`config.mk`:
```
export PLATFORM = sky130hd
export DESIGN_NAME = jt49_noise_gen
export DESIGN_NICKNAME = d
export VERILOG_FILES = /design/src/rtl/jt49_noise_pkg.sv /design/src/rtl/jt49_noise_cnt.sv /design/src/rtl/jt49_noise_gen.sv
export SDC_FILE = /design/constraint.sdc
export NUM_CORES = 1
export LEC_CHECK = 0
export CAP_MARGIN = 10
export CORE_ASPECT_RATIO = 0.8
export CORE_MARGIN = 1
export CORE_UTILIZATION = 45
export DETAILED_ROUTE_END_ITERATION = 6
export PLACE_DENSITY = 0.66
export SLEW_MARGIN = 15
export SYNTH_ARGS = -nofsm -noshare
export SYNTH_HDL_FRONTEND = slang
export SYNTH_SLANG_ARGS = --single-unit
```
`constraint.sdc`:
```
create_clock -name clk -period 2.9 [get_ports clk]
set_clock_uncertainty 0.05 [all_clocks]
set_input_delay 0.58 -clock clk [delete_from_list [all_inputs] [get_ports clk]]
set_output_delay 0.58 -clock clk [all_outputs]
set_load 0.01 [all_outputs]
```
`src/rtl/jt49_noise_pkg.sv`:
```
// Shared constants for the JT49 noise generator: mode encodings and default polynomials.
// Latency: none (package only).
// Backpressure: none (package only).
package jt49_noise_pkg;

  localparam logic NOISE_LONG  = 1'b0;
  localparam logic NOISE_SHORT = 1'b1;

  // Long mode defaults to x^17+x^14+1 and short mode to x^7+x^6+1.
  localparam int DEF_LFSR_W    = 17;
  localparam int DEF_LONG_TAP  = 3;
  localparam int DEF_SHORT_W   = 7;
  localparam int DEF_SHORT_TAP = 1;

endpackage

```
`src/rtl/jt49_noise_cnt.sv`:
```
// Period counter: raises tick on the cen cycle that ends each period (period 0 acts as 1).
// Latency: tick is combinational on the terminal cen cycle; cnt clears on that edge.
// Backpressure: none; cen low freezes the count and clr clears it regardless of cen.
module jt49_noise_cnt
  import jt49_noise_pkg::*;
#(
  parameter int PERIOD_W = 5
) (
  input  logic                clk,
  input  logic                rst,
  input  logic                cen,
  input  logic                clr,
  input  logic [PERIOD_W-1:0] period,
  output logic                tick
);

  logic [PERIOD_W-1:0] cnt;
  logic [PERIOD_W-1:0] lim;
  logic                at_end;

  // Terminal count is period-1, with period 0 folded onto 1. The >= compare
  // means lowering period below the current count ends the period at once.
  assign lim    = (period == '0) ? '0 : period - PERIOD_W'(1);
  assign at_end = (cnt >= lim);
  assign tick   = cen && at_end;

  // Count cen pulses; wrap to 0 at the terminal count.
  always_ff @(posedge clk) begin
    if (rst) begin
      cnt <= '0;
    end else if (clr) begin
      cnt <= '0;
    end else if (cen) begin
      if (at_end) cnt <= '0;
      else        cnt <= cnt + PERIOD_W'(1);
    end
  end

endmodule

```
`src/rtl/jt49_noise_gen.sv`:
```
// Noise generator: LFSR stepped by the period counter, long or short polynomial (JT49_NOISE_SHORT_EN).
// Latency: lfsr/noise/step update on the edge closing the terminal cen cycle; step lasts one cycle.
// Backpressure: none; cen low freezes state, restart clears counter and LFSR regardless of cen.
module jt49_noise_gen
  import jt49_noise_pkg::*;
#(
  parameter int PERIOD_W  = 5,
  parameter int LFSR_W    = DEF_LFSR_W,
  parameter int LONG_TAP  = DEF_LONG_TAP,
  parameter int SHORT_W   = DEF_SHORT_W,
  parameter int SHORT_TAP = DEF_SHORT_TAP
) (
  input  logic                clk,
  input  logic                rst,
  input  logic                cen,
  input  logic [PERIOD_W-1:0] period,
  input  logic                mode,
  input  logic                restart,
  output logic                noise,
  output logic                step
);

  logic              tick;
  logic [LFSR_W-1:0] lfsr;
  logic [LFSR_W-1:0] lfsr_nxt;
  logic              z;

  jt49_noise_cnt #(
    .PERIOD_W (PERIOD_W)
  ) u_cnt (
    .clk    (clk),
    .rst    (rst),
    .cen    (cen),
    .clr    (restart),
    .period (period),
    .tick   (tick)
  );

`ifdef JT49_NOISE_SHORT_EN
  logic zs;

  // Next LFSR value: full-length shift, or shift of the low window only.
  // The zero terms pull the register out of the all-zero state.
  always_comb begin
    z        = (lfsr == '0);
    zs       = (lfsr[SHORT_W-1:0] == '0);
    lfsr_nxt = {lfsr[0] ^ lfsr[LONG_TAP] ^ z, lfsr[LFSR_W-1:1]};
    if (mode == NOISE_SHORT) begin
      lfsr_nxt                = lfsr;
      lfsr_nxt[SHORT_W-1:0]   = {lfsr[0] ^ lfsr[SHORT_TAP] ^ zs, lfsr[SHORT_W-1:1]};
    end
  end
`else
  logic unused_mode;
  assign unused_mode = mode ^ (SHORT_W > SHORT_TAP);

  // Next LFSR value: long polynomial only; the zero term escapes lock-up.
  always_comb begin
    z        = (lfsr == '0);
    lfsr_nxt = {lfsr[0] ^ lfsr[LONG_TAP] ^ z, lfsr[LFSR_W-1:1]};
  end
`endif

  // LFSR and step strobe; a tick coinciding with restart is dropped.
  always_ff @(posedge clk) begin
    if (rst) begin
      lfsr <= '0;
      step <= 1'b0;
    end else if (restart) begin
      lfsr <= '0;
      step <= 1'b0;
    end else begin
      step <= tick;
      if (tick) lfsr <= lfsr_nxt;
    end
  end

  assign noise = lfsr[0];

endmodule
```
# After elaboration in Yosys (flattened, before gate mapping)
# Index checks and enable logic that the tools add are counted.
# word_totals
reg_bits	23
in_bits	10
out_inout_bits	2
word_cells	14
# op_classes
addsub	2
order_cmp	1
muxes	2
bitwise	2
reduce_logical	4
# ops
op	n
logical NOT 17 bit	1
2-to-1 mux 5 bit	2
adder 5 x 1 -> 5 bit, second input constant	1
>= comparator 5 bit	1
logical NOT 5 bit	1
subtractor 5 x 1 -> 5 bit, second input constant	1
OR reduction 2 bit	1
XOR 1 bit	2
logical AND 1 bit	1

# Logic depth before layout (Yosys ltp)
# logic_depth
depth_word	4
ltp_mapped	13
ltp_nobuf	12

# By module
# From an unflattened synthesis, not the netlist that was laid out.
# unflattened
hier_cells	124
area_unflattened_um2	1153.6
# modules_own_cells
module	instances	cells_each	area_per_inst_um2	seq_area_each_um2
jt49_noise_gen	1	68	693.2	360.3
jt49_noise_cnt	1	56	460.4	100.1

# Worst setup path before layout
# Ideal clock, no wire load.
# synth_path
path_kind	input to register
start	in period[0]
end	reg lfsr[7]
setup_time_ns	0.128
t_arrival_ns	2.400
t_required_ns	2.722
slack_ns	0.322
cell_stages	13
n_path_buf	1
cell_sequence	inv_1 > ha_1 > nor2b_1 > nand2b_1 > nor2_1 > or2_2 > ha_1 > nand2_1 > o21ai_2 > a41oi_4 > buf_6 > mux2i_1 > nor2_1
# synth_via
elab_chain_cells	4
word_cells_on_any_way	5
classes_between	1 x add/sub; 1 x order compare; 1 x mux; 2 x reduce/logical
# synth_lines
item	line	source
from (decl)	jt49_noise_gen.sv:16	input logic [PERIOD_W-1:0] period,
subtractor 5 x 1 -> 5 bit / logical NOT 5 bit (equally long branches)	jt49_noise_cnt.sv:23	assign lim = (period == '0) ? '0 : period - PERIOD_W'(1);
2-to-1 mux 5 bit (*)	jt49_noise_cnt.sv:23	
>= comparator 5 bit (*)	jt49_noise_cnt.sv:24	assign at_end = (cnt >= lim);
logical AND 1 bit (*)	jt49_noise_cnt.sv:25	assign tick = cen && at_end;
to (signal assigned)	jt49_noise_gen.sv:74	if (tick) lfsr <= lfsr_nxt;
to (decl)	jt49_noise_gen.sv:24	logic [LFSR_W-1:0] lfsr;
# Mark *: on every way between the ends. The rest lies on a longest branch, timed or not.
# A chain may end at the register's enable or synchronous reset.

# Final worst setup path
# layout_path
start	in period[2]
end	reg lfsr[11]
# Same word-level chain as after synthesis.

==> run summary <==
Commonest cells post-synth -> 23 x dfxtp_1, 23 x nor2_1, 18 x mux2i_1, 8 x ha_1
Worst-path cell chain -> clkdlybuf4s50_1 -> nor2b_2 -> nor2b_2 -> mux2i_1 -> ha_1 -> buf_4 -> a41oi_4 -> clkbuf_16 -> mux2i_1 -> nor2_1
Syn_nets -> 140
Post-synthesis sequential area ratio -> 39.4%
Maximum vdd drop -> 0.329 mV
Max clock buf depth -> 2
Cell Rows -> 16
Nets -> 158
Core region area -> 2460 um^2
Clk_lat worst skew -> 0.31 ns
Worst path bufs/invs -> 3
#FFs+latches synth -> 23
CTS tree -> done
Share of the synthesized area in the top cell type -> 39.4%
CTS buffer count -> 3
RSZ-0062 raised after global routing -> false
CP max stage delay -> 0.48 ns
All-Layer GR Usage -> 14.7%
CP required -> 3.05 ns
CP max-delay cell -> clkdlybuf4s50_1
N_diodes -> 0
R2r startpoint -> u_cnt.cnt[0]
Via density -> 4.90
Type of the most critical hold path -> reg2reg
Top-Level Pins -> 12
Detailed-route wire length per cell -> 11.9 um
Synth unique cells -> 27
CP Class -> in2reg
DRT Pass-1 Iters -> 4
H-tree depth -> 1
Vias in the first global route -> 698
Area grow syn2layout -> 22.2%
Highest Clock Rate -> 364 MHz
Hpwl dp -> 1.47 mm
DRC violations left -> 0
Pin count of the biggest net entering global routing -> 22
Full die area -> 2810 um^2
Hold EP -> u_cnt.cnt[1]
Rel. slew slack -> 72.2%
Multi-input gate area -> 673 um^2
Cell count of the worst reg-to-reg path -> 8
Reg-to-Reg End -> lfsr[11]
Dpl cells -> 168
CTS root buffer -> clkbuf_4
Ys flop type -> dfxtp_1
Startpoint types -> primary input
Worst-path fanout max -> 8
CTS Hold Bufs -> 0
Top delay family on crit path -> buffers and inverters
Hold wc startpoint -> u_cnt.cnt[1]
CP Depth -> 10
Period utilization -> 94.9%
DR iter-0 viols -> 27
Critical path arrival -> 2.90 ns
Initial cell density of the core -> 47.5%
Antenna Nets Post-Route -> 0
Die height -> 47.6 um
EDFF count, synth -> 0
Hold Vio Cnt, Final -> 0
Nature of the critical path endpoint -> flop
Synth Instances -> 122
Grt total ovfl -> 0
Top cells by area, synth -> dfxtp_1 39%, mux2i_1 15%, ha_1 8.6%, nor2_1 7.4%, xnor2_1 3.0%
# fillers -> 230
Ys async rst share -> 0%
Routed wire length -> 2.08 mm
Total power draw -> 532 uW
WHS Path Cells -> 2
Slew of the pin with the lowest slew margin -> 0.415 ns
# setup viols final -> 0
Via count -> 858
Tmin final -> 2.75 ns
Initial antenna violation count -> 0
Share of post-route cells with drive strength above 1 -> 18.7%
Reg2Reg Setup Slack -> 0.92 ns
Mapped cell area -> 1170 um^2
Max-cap violations -> 0
Power Dens Cells -> 372 nW/um^2
PortBufs -> 10
First-pass GRT wire length -> 2.97 mm
Die X -> 59.0 um
Total clock sinks -> 23
Final slew viol count -> 0
Clk slew on worst S/H paths -> 0.12 ns
Non-filler cells in the finished layout -> 175
Yosys warning count -> 0
Status -> complete, no violations
Syn avg cell area -> 9.59 um^2
Leading area contributor after synthesis -> dfxtp_1
Placer Congestion -> 0.810
Register area -> 460 um^2
Leak Pwr -> 0.000690 uW
-- sequential cells by signal (all words and copies together), names as in the netlist --
name       flops
step           1
u_cnt.cnt      5
lfsr          17
-- stage by stage --
stage	hold slack, ns	util, %	area, um^2	setup TNS (ns)	setup slack [ns]
finish	0.476	58.1	1430	0	0.149
global route	0.507	58.1	1430	0	0.0592
CTS	0.477	54.9	1350	0	0.000174
detailed placement	0.455	53.8	1320	-6.22	-0.328
global placement	0.445	53.8	1320	-5.34	-0.285
floorplan	0.426	-	1170	0	0.322
-- per-layer routing --
layer  track usage [%]  vias up  share of wire (%)
met3              5.68        2                4.0
met1              20.7      386                 55
met5                 0        -                  0
met4              2.86        0               0.38
li1                  -      457                  -
met2              21.4       13                 40
-- worst register-to-register path, stage by stage, from the launching register on --
cell and delay [ns]:
dfxtp_1 0.41, inv_1 0.08, ha_1 0.30, nor2b_2 0.12, o21ai_2 0.08, a41oi_4 0.34, clkbuf_16 0.23, mux2i_1 0.18
nor2_1 0.06
-- what timing repair did --
action,4_1_cts,5_1_grt
setup endpoints to repair,0,17
buffers inserted,0,1
resized for setup,0,9
-- report_power, final --
part	internal [uW]	leakage [uW]	switching (uW)	total (uW)
Combinational	35.9	0.000487	32.1	67.9
Sequential	317	0.000185	1.18	318
Clock	51.6	0.0000177	94.1	146
Total	405	0.000690	127	532
-- area by class of cell --
cell class	count	share of cell area, %
Multi-Input combinational cell	91	47.1
Sequential cell	23	32.2
Timing Repair Buffer	18	14.9
Tap cell	36	3.15
Clock buffer	3	1.57
Inverter	3	0.787
Clock inverter	1	0.350
-- worst max-delay path by stage --
stage,from,slack (ns),to
2_1_floorplan,period[0],0.32,lfsr[7]
4_1_cts,period[0],0.0002,lfsr[10]
5_1_grt,period[4],0.06,u_cnt.cnt[4]
6_report,period[2],0.15,lfsr[11]
3_5_place_dp,period[0],-0.33,lfsr[10]
3_3_place_gp,period[0],-0.28,lfsr[16]
-- cells by family (layout without fill, tap and decap cells) --
kind of cell    after synthesis  in the layout  synth area share [%]
mux                          18             18                  15.4
buf+inv                       8             25                  4.49
compound gates               10             10                  7.49
flops                        23             23                  39.4
simple gates                 51             51                  21.7
fa+ha+maj                     8              8                  8.56
xor+xnor                      4              4                  2.99
-- layout by cell type, fill, tap and decap left out, types with 2 or more instances in the layout --
master | synthesis | routed
a21oi_1 | 4 | 3
a21oi_2 | 1 | 2
and3_1 | 3 | 3
buf_4 | 0 | 5
clkbuf_16 | 0 | 2
clkbuf_4 | 0 | 3
clkdlybuf4s50_1 | 0 | 8
dfxtp_1 | 23 | 23
dlymetal6s2s_1 | 0 | 2
ha_1 | 8 | 6
ha_2 | 0 | 2
inv_1 | 3 | 2
mux2i_1 | 18 | 18
nand2_1 | 4 | 4
nand2b_1 | 3 | 3
nand3_1 | 2 | 2
nand4_1 | 3 | 3
nor2_1 | 23 | 22
nor2b_1 | 4 | 2
nor2b_2 | 1 | 3
nor4_1 | 3 | 3
or2_2 | 2 | 2
xnor2_1 | 4 | 4
Power figures use the tool's default switching activity.
